==> src/rtl/reg_bank_hs.sv <==
// reg_bank_hs: control/status register bank behind a valid/ready request channel.
// Each accepted request produces exactly one registered response, valid one cycle
// after the accept. Registers may be read-write, read-only, or write-1-to-clear
// with hardware set inputs. Every register drives reg_q continuously.
//
// Handshake: a request transfers on a rising edge where req_valid && req_ready.
// A response transfers on a rising edge where rsp_valid && rsp_ready. While
// rsp_valid is high and rsp_ready is low, the response fields are held. A new
// request is accepted only when the response slot is empty or is draining in the
// same cycle (req_ready = !rsp_valid || rsp_ready).
module reg_bank_hs #(
  parameter int                  DATA_W   = 16,
  parameter int                  ADDR_W   = 2,
  parameter int                  NUM_REGS = 4,
  parameter logic [NUM_REGS-1:0] RO_MASK  = '0,
  parameter logic [NUM_REGS-1:0] W1C_MASK = '0
) (
  input  logic                       clk,
  input  logic                       rstn,
  input  logic                       req_valid,
  output logic                       req_ready,
  input  logic                       req_wr,
  input  logic [ADDR_W-1:0]          req_addr,
  input  logic [DATA_W-1:0]          req_wdata,
  input  logic [DATA_W/8-1:0]        req_be,
  output logic                       rsp_valid,
  input  logic                       rsp_ready,
  output logic [DATA_W-1:0]          rsp_rdata,
  output logic                       rsp_err,
  input  logic [NUM_REGS*DATA_W-1:0] hw_set,
  output logic [NUM_REGS*DATA_W-1:0] reg_q
);

  localparam int NUM_BYTES = DATA_W / 8;

  // Reject parameter sets the bank cannot implement.
  if (DATA_W % 8 != 0) begin : g_bad_data_w
    $error("reg_bank_hs: DATA_W must be a multiple of 8");
  end
  if (NUM_REGS < 1 || NUM_REGS > (1 << ADDR_W)) begin : g_bad_num_regs
    $error("reg_bank_hs: NUM_REGS must be in 1..2**ADDR_W");
  end

  // Response slot state: IDLE = slot empty, RESP = response presented.
  typedef enum logic {
    ST_IDLE = 1'b0,
    ST_RESP = 1'b1
  } state_e;

  state_e              state_q, state_d;
  logic [DATA_W-1:0]   regs_q [NUM_REGS];
  logic [DATA_W-1:0]   regs_d [NUM_REGS];
  logic [DATA_W-1:0]   rsp_rdata_q, rsp_rdata_d;
  logic                rsp_err_q, rsp_err_d;

  logic                accept;
  logic                addr_mapped;
  logic                addr_ro;
  logic [DATA_W-1:0]   rd_data;
  logic [DATA_W-1:0]   be_mask;

  assign rsp_valid   = (state_q == ST_RESP);
  assign req_ready   = !rsp_valid || rsp_ready;
  assign accept      = req_valid && req_ready;
  assign addr_mapped = ({1'b0, req_addr} < (ADDR_W+1)'(NUM_REGS));
  assign rsp_rdata   = rsp_rdata_q;
  assign rsp_err     = rsp_err_q;

  // Expand byte enables into a per-bit write mask.
  always_comb begin
    be_mask = '0;
    for (int k = 0; k < NUM_BYTES; k++) begin
      be_mask[k*8 +: 8] = {8{req_be[k]}};
    end
  end

  // Select the addressed register and its read-only flag (zero when unmapped).
  always_comb begin
    rd_data = '0;
    addr_ro = 1'b0;
    for (int i = 0; i < NUM_REGS; i++) begin
      if (req_addr == ADDR_W'(i)) begin
        rd_data = regs_q[i];
        addr_ro = RO_MASK[i];
      end
    end
  end

  // Register next state: bus write or W1C clear, then hardware set (set wins).
  always_comb begin
    for (int i = 0; i < NUM_REGS; i++) begin
      regs_d[i] = regs_q[i];
      if (accept && req_wr && (req_addr == ADDR_W'(i)) && !RO_MASK[i]) begin
        if (W1C_MASK[i]) begin
          regs_d[i] = regs_q[i] & ~(req_wdata & be_mask);
        end else begin
          regs_d[i] = (regs_q[i] & ~be_mask) | (req_wdata & be_mask);
        end
      end
      regs_d[i] = regs_d[i] | (hw_set[i*DATA_W +: DATA_W] & {DATA_W{W1C_MASK[i]}});
    end
  end

  // Response FSM next state and response fields; fields only change on accept.
  always_comb begin
    state_d     = state_q;
    rsp_rdata_d = rsp_rdata_q;
    rsp_err_d   = rsp_err_q;
    case (state_q)
      ST_IDLE: if (accept) state_d = ST_RESP;
      ST_RESP: if (rsp_ready) state_d = accept ? ST_RESP : ST_IDLE;
      default: state_d = ST_IDLE;
    endcase
    if (accept) begin
      rsp_rdata_d = (req_wr || !addr_mapped) ? '0 : rd_data;
      rsp_err_d   = !addr_mapped || (req_wr && addr_ro);
    end
  end

  // State, response and register flops.
  always_ff @(posedge clk or negedge rstn) begin
    if (!rstn) begin
      state_q     <= ST_IDLE;
      rsp_rdata_q <= '0;
      rsp_err_q   <= 1'b0;
      for (int i = 0; i < NUM_REGS; i++) begin
        regs_q[i] <= '0;
      end
    end else begin
      state_q     <= state_d;
      rsp_rdata_q <= rsp_rdata_d;
      rsp_err_q   <= rsp_err_d;
      for (int i = 0; i < NUM_REGS; i++) begin
        regs_q[i] <= regs_d[i];
      end
    end
  end

  // Flatten register contents onto the output bus.
  always_comb begin
    reg_q = '0;
    for (int i = 0; i < NUM_REGS; i++) begin
      reg_q[i*DATA_W +: DATA_W] = regs_q[i];
    end
  end

endmodule

==> config.mk <==
export PLATFORM = sky130hd
export DESIGN_NAME = reg_bank_hs
export DESIGN_NICKNAME = d
export VERILOG_FILES = /design/src/rtl/reg_bank_hs.sv
export SDC_FILE = /design/constraint.sdc
export NUM_CORES = 1
export LEC_CHECK = 0
export ABC_AREA = 1
export BUFFER_PORTS_ARGS = -buffer_cell sky130_fd_sc_hd__clkbuf_2
export CORE_ASPECT_RATIO = 1.25
export CORE_MARGIN = 4
export CORE_UTILIZATION = 51
export DETAILED_ROUTE_END_ITERATION = 8
export PLACE_DENSITY = 0.86
export SETUP_SLACK_MARGIN = 0.3
export SLEW_MARGIN = 20
export SYNTH_ARGS = -nofsm -noshare
export SYNTH_HDL_FRONTEND = slang
export SYNTH_SLANG_ARGS = --single-unit
==> constraint.sdc <==
create_clock -name clk -period 2.9 [get_ports clk]
set_clock_uncertainty 0.05 [all_clocks]
set_input_delay 0.29 -clock clk [delete_from_list [all_inputs] [get_ports clk]]
set_output_delay 0.29 -clock clk [all_outputs]
set_load 0.01 [all_outputs]
## Word-level counts from Yosys, hierarchy flattened

Index checks and enable logic that the tools add are counted.

- Equal/unequal tests: 3
- Mux-type cells: 8
- Reductions and logical operators: 9
- Bitwise gates (word level): 11

Operators with widths:

| kind | count |
|---|---|
| AND 16 bit | 5 |
| two-way mux 16 bit | 5 |
| OR 16 bit | 4 |
| NOT 16 bit | 1 |
| logical AND 1 bit | 6 |
| == test 2 bit, second input constant | 2 |
| == test 2 x 1 -> 1 bit, second input constant | 1 |
| logical NOT 2 bit | 1 |
| two-way mux 1 bit | 2 |
| case mux 1 bit (2 select lines) | 1 |
| logical NOT 1 bit | 1 |
| logical OR 1 bit | 1 |
| NOT 1 bit | 1 |

- Flip-flop bits (word level): 81
- Output and inout bits: 83
- Bits of input ports: 89
- Logic and storage cells: 37

## Logic depth before layout (Yosys ltp)

Gate-level depths: netlist (run 1).

- Word-level depth: 6
- Mapped depth: 8
- Mapped depth without buffers: 6

## Worst setup path after synthesis (run 1)

OpenSTA, ideal clock, no wires.

- Path type: flip-flop to flip-flop
- Start: register state_q, in the netlist rsp_valid
- End: register (tool-made name)
- Buffers on the path: 1
- Library setup time: 66 ps
- Data required time: 2784 ps
- Stages on the path, launching flop included: 7
- Path slack: 1441 ps
- Period minus slack after synthesis: 1459 ps
- Arrival time: 1343 ps
- Cells stage by stage: dfrtp_1 -> nand2_1 -> nand3_2 -> nor2_2 -> buf_4 -> nand3_1 -> nand2_1

RTL lines:

| element | RTL line | text |
|---|---|---|
| start, declared | 50 | `state_e state_q, state_d;` |
| start signal, assigned | 130 | `state_q <= state_d;` |

==> flow_summary.json, run 1 <==
{
  "outcome": "complete, no violations",
  "cp-end-kind": "register",
  "hold_path.class": "in -> reg",
  "hold_violations": 0,
  "cts_sinks": 81,
  "cts_made_buffers": 9,
  "synth_warnings": 0,
  "ioPinCount": 172,
  "tightest_slew_ns": 0.748,
  "core-area_sq_um": 7360,
  "fp.dieH_microns": 105,
  "synth_area_sq_um": 3820,
  "drt_wl_total_mm": 10.5,
  "period_minus_slack_ns": 1.92,
  "setup_viol": 0,
  "irDropWorstVdd_uv": 476,
  "clock_latency_ns": 0.34,
  "first_global_vias": 3549,
  "path_clk_slew_ns": 0.08,
  "die_area_sq_um": 8960,
  "maxSlewViolCount": 0,
  "synth_nets": 583,
  "dp_hpwl_mm": 7.61,
  "start_util_pct": 52.0,
  "drcViolationCount": 0,
  "powerDensity_nw_per_um2": 668,
  "cts_resized": 0,
  "vias_per_cell": 5.33,
  "synthesis.area_per_instance_sq_um": 7.74,
  "place_congestion": 0.966,
  "path_class": "in -> reg",
  "rsz0062_at_grt": "no",
  "rows": 35,
  "cp.arrival_ns": 2.14,
  "fill_cells": 680,
  "multi_input_area_sq_um": 1590,
  "place_ws_ns": 0.672,
  "die_x_microns": 85.4,
  "most-common-layout-cells": "218 x nand2_1, 105 x clkbuf_2, 81 x dfrtp_1, 80 x nand3_1, 32 x nor2_1",
  "fin_ws_ns": 0.977,
  "syn_inst": 494,
  "slew_headroom_pct": 50.1,
  "yosys_register_bits": 81,
  "gr-usage-all-layers_pct": 24.1,
  "grt_max_degree": 82,
  "syn_to_final_growth_pct": 18.7,
  "cts_tree": "yes",
  "drv_cap": 0,
  "yosys-top-cells-area": "dfrtp_1 53%, nand2_1 21%, nand3_1 10%",
  "setup_tns_ns": 0,
  "synth_largest_area_cell": "dfrtp_1",
  "required_ns": 3.12,
  "synth_cell_types": 19,
  "grt_pass1_wl_mm": 17.5,
  "start_kind": "input port",
  "n_antenna_cell": 0,
  "final_common_cell": "nand2_1",
  "detail-route-antenna-nets": 0,
  "htreeDepth": 3,
  "drt_iter0_drc": 335,
  "antenna_found_initial": 0,
  "drt_first_pass_iters": 5,
  "holdWs_ns": 0.148,
  "fmaxAchievable_mhz": 520,
  "cts.path.max_buffers": 2,
  "crit_fanout": 20,
  "fin_nets": 677,
  "overflow": 0,
  "root_buffer": "clkbuf_8",
  "final_layout_size_suffix_gt1_share_pct": 22.8,
  "wl_per_cell_microns": 15.3,
  "portBuffers": 106,
  "p_leak_nw": 2.63,
  "final-instance-count-excl-fill": 685,
  "via_count": 3651,
  "dp.cells": 668,
  "finalCritPeriodShare_pct": 66.3,
  "yosysSeqAreaShare_pct": 53.0,
  "netlist.area_leader.share_pct": 53.0,
  "final-seq-area_sq_um": 2030
}
[worst max-delay path: stages]
cell      delay, ns
clkbuf_2       0.36
inv_1          0.24
nor2_2         0.47
inv_1          0.16
nor2_4         0.38
nand3_1        0.13
nand2_1        0.11
[synthesized netlist by cell type]
| cell type | number |
|---|---|
| nand2_1 | 218 |
| dfrtp_1 | 81 |
| nand3_1 | 80 |
| nor2_1 | 32 |
| inv_1 | 21 |
| clkbuf_1 | 11 |
| o21ai_0 | 9 |
| nand4_1 | 8 |
| nand3b_1 | 7 |
| buf_2 | 6 |
| buf_4 | 6 |
| nor2_4 | 4 |
| inv_2 | 3 |
| nor2_2 | 3 |
| a21oi_4 | 1 |
| buf_1 | 1 |
| conb_1 | 1 |
| nand2_2 | 1 |
| nand3_2 | 1 |
[cell families (layout without fill, tap and decap cells)]
kind of cell	Yosys count	count (layout)	synth area share, %
and+or+nand+nor	354	354	39.8
buffers and inverters	48	147	5.50
DFF	81	81	53.0
AOI/OAI and AO/OA	10	10	1.60
other	1	1	0.0981
[layout make-up]
class / instances / area share [%]
timing repair buffer: 107 / 12.1
multi-input combinational: 365 / 35.0
inverter: 24 / 1.99
clock inverter: 6 / 0.745
tap: 92 / 2.54
clock buffer: 10 / 3.03
sequential: 81 / 44.7
[per-layer routing]
metal | track usage (%) | wire [microns] | vias to the layer above
met5 | 0 | 0 | -
met4 | 9.84 | 236 | 0
met3 | 4.57 | 855 | 19
met2 | 36.9 | 4830 | 185
met1 | 33.6 | 4540 | 1693
li1 | - | - | 1754
[power by group]
part,total [W],internal [W],switching [W]
registers,0.00154,0.00135,0.000195
logic,0.000764,0.000290,0.000474
clock network,0.000722,0.000328,0.000394
[timing repair]
action / CTS / global route
hold endpoints to repair: 0 / 25
hold buffers: 0 / 1
buffers inserted: 0 / 0
[final timing paths]
path / end / from / slack, ns / depth (start not counted)
max: register / req_addr[0] / 0.98 / 7
min: rsp_valid$_DFF_PN0_ / req_valid / 0.15 / 3
max reg2reg: register / rsp_valid$_DFF_PN0_ / 1.24 / 5
min reg2reg: rsp_rdata[6]$_DFFE_PN0P_ / rsp_rdata[6]$_DFFE_PN0P_ / 0.43 / 2
max in group asynchronous: async pin / rstn / 1.79 / 2
min in group asynchronous: async pin / rstn / 0.50 / 2
[metrics by stage]
step	instance area [sq um]	power, W	util, %
2_1_floorplan	3820	0.00193	-
3_3_place_gp	4350	0.00229	59.1
3_5_place_dp	4350	0.00232	59.1
4_1_cts	4520	0.00304	61.5
5_1_grt	4540	0.00321	61.7
6_report	4540	0.00303	61.7
Note: power is estimated with default switching activity, not from simulation.
==> run 2: changes to the inputs <==
--- a/config.mk
+++ b/config.mk
@@ -9,9 +9,9 @@
 export BUFFER_PORTS_ARGS = -buffer_cell sky130_fd_sc_hd__clkbuf_2
 export CORE_ASPECT_RATIO = 1.25
 export CORE_MARGIN = 4
-export CORE_UTILIZATION = 51
+export CORE_UTILIZATION = 47
 export DETAILED_ROUTE_END_ITERATION = 8
-export PLACE_DENSITY = 0.86
+export PLACE_DENSITY = 0.8
 export SETUP_SLACK_MARGIN = 0.3
 export SLEW_MARGIN = 20
 export SYNTH_ARGS = -nofsm -noshare
==> constraint.sdc (replaced) <==
create_clock -name clk -period 1.77 [get_ports clk]
set_clock_uncertainty 0.05 [all_clocks]
set_input_delay 0.177 -clock clk [delete_from_list [all_inputs] [get_ports clk]]
set_output_delay 0.177 -clock clk [all_outputs]
set_load 0.01 [all_outputs]
==> run 2 against run 1 <==
Net effect:
- critical path depth shrank 1
- die area rose by 7.8%
- sequential share of layout area is 2.9 points lower
- flip-flop and latch count unchanged
- design area is 7.0% higher
- non-clock buffer count rose by 32
- register-to-register slack got worse by 0.90 ns
- cell count rose by 5.0%
- critical path type is now reg -> reg
==> flow_summary.json, run 2 (synthesis results as in run 1) <==
{
  "first_global_vias": 3618,
  "cts_sinks": 81,
  "n_antenna_cell": 0,
  "cts_tree": "yes",
  "p_comb_share_pct": 24.9,
  "rsz0062_at_grt": "no",
  "crit_fanout": 16,
  "start_kind": "register",
  "holdWs_ns": 0.0408,
  "root_buffer": "clkbuf_8",
  "r2r_cells": 6,
  "clock_latency_ns": 0.35,
  "path_class": "reg -> reg",
  "hold-path-cell-count": 3,
  "htreeDepth": 3,
  "cts_made_buffers": 9,
  "dp_hpwl_mm": 7.86,
  "placed_area_sq_um": 4460,
  "hold_path.class": "in -> reg",
  "min-delay-start": "req_valid",
  "drcViolationCount": 0,
  "grt_pass1_wl_mm": 17.8,
  "fill_cells": 689,
  "hold_violations": 0,
  "drt_wl_total_mm": 11.3,
  "postLayoutCoreUtil_pct": 61.6,
  "setup_tns_ns": 0,
  "multi_input_area_sq_um": 1590,
  "drv_cap": 0,
  "timing.rr.start": "rsp_valid$_DFF_PN0_",
  "fmaxAchievable_mhz": 699,
  "ioPinCount": 172,
  "worst_hold_path.endpoint": "rsp_valid$_DFF_PN0_",
  "place_ws_ns": 0.125,
  "switching_share_pct": 33.6,
  "rows": 36,
  "wl_per_cell_microns": 15.7,
  "drt_iter0_drc": 312,
  "finalCritPeriodShare_pct": 80.8,
  "intPower_w": 0.00344,
  "power_frac_seq_pct": 48.7,
  "die_x_microns": 88.7,
  "irDropWorstVdd_uv": 652,
  "p_leak_nw": 2.79,
  "final_common_cell": "nand2_1",
  "fp.dieH_microns": 109,
  "detail-route-antenna-nets": 0,
  "setup_viol": 0,
  "required_ns": 2.00,
  "ff2ff_setup_slack_ns": 0.34,
  "grt_max_degree": 37,
  "die_area_sq_um": 9650,
  "via_count": 3802,
  "powerDensity_nw_per_um2": 1070,
  "cp.arrival_ns": 1.67,
  "start_util_pct": 48.5,
  "maxSlewViolCount": 0,
  "switching_power_w": 0.00174,
  "overflow": 0,
  "most-common-layout-cells": "218 x nand2_1, 105 x clkbuf_2, 81 x dfrtp_1, 80 x nand3_1, 32 x nor2_1",
  "fin_ws_ns": 0.339,
  "syn_to_final_growth_pct": 26.9,
  "core-area_sq_um": 7880,
  "outcome": "complete, no violations",
  "vias_per_cell": 5.29,
  "clkPwrFrac_pct": 26.3,
  "period_minus_slack_ns": 1.43,
  "fin_nets": 709,
  "cts.path.max_buffers": 2,
  "drt_first_pass_iters": 5,
  "place_congestion": 0.905,
  "gr-usage-all-layers_pct": 24.1,
  "final_layout_size_suffix_gt1_share_pct": 26.6,
  "path_clk_slew_ns": 0.07,
  "final_cell_area_sq_um": 4850,
  "antenna_found_initial": 0,
  "cp-end-kind": "register",
  "final-seq-area_sq_um": 2030,
  "portBuffers": 106
}
run 2: cell types whose count changed in the layout (fill, tap and decap cells not counted):
| cell | change |
|---|---|
| clkinv_4 | -1 |
| inv_1 | -1 |
| buf_12 | +3 |
| buf_4 | +29 |
| bufinv_16 | +1 |
| clkinvlp_4 | +1 |
| nand3_4 | +1 |
| clkbuf_8 | +1 |
| clkbuf_1 | +1 |
| nand3_2 | -1 |
| clkinv_2 | -3 |
run 2: critical path: stages (launching register included):
cell and delay (ns):
dfrtp_1 0.42, nand2_1 0.16, nand3_4 0.15, nor2_2 0.13
buf_6 0.18, nand3_1 0.14, nand2_1 0.13
run 2: layout make-up:
cell class              count  area share, %
repair buffers            139           17.0
clock inverters             3          0.825
well taps                  95           2.45
flip-flops and latches     81           41.8
clock buffers              12           3.20
multi-input cells         365           32.8
inverters                  24           1.93
run 2: power by group through the flow:
stage,sequential [W],combinational [W],clock [W]
2_1_floorplan,0.00266,0.000499,0
3_3_place_gp,0.00254,0.00124,0
3_5_place_dp,0.00255,0.00127,0
4_1_cts,0.00252,0.00129,0.00138
5_1_grt,0.00257,0.00145,0.00147
6_report,0.00253,0.00129,0.00136
run 2: how the worst max path moves through the flow:
stage                to  cells after the start                start  slack [ns]
2_1_floorplan  register                      6  rsp_valid$_DFF_PN0_        0.31
3_3_place_gp   register                      7          req_addr[0]        0.17
3_5_place_dp   register                      7          req_addr[0]        0.13
4_1_cts        register                      5  rsp_valid$_DFF_PN0_        0.31
5_1_grt        register                      6  rsp_valid$_DFF_PN0_        0.26
6_report       register                      6  rsp_valid$_DFF_PN0_        0.34
run 2: repair_timing:
action,4_1_cts,5_1_grt
gates resized for setup,1,2
pin swaps,6,4
gates cloned,0,0
setup endpoints to repair,52,62
setup buffers,13,5
hold endpoints to repair,45,0
hold buffers,1,0
run 2: stage by stage:
step	instances	total power [W]
floorplan	494	0.00316
global placement	685	0.00378
detailed placement	685	0.00382
CTS	714	0.00519
global route	719	0.00549
finish	719	0.00518
run 2: per-layer routing:
layer,vias up,GRT usage (%),wire length [microns]
met5,-,0,0
met4,0,9.94,342
met3,23,4.99,892
met2,184,38.1,5350
met1,1763,31.9,4690
li1,1832,-,-
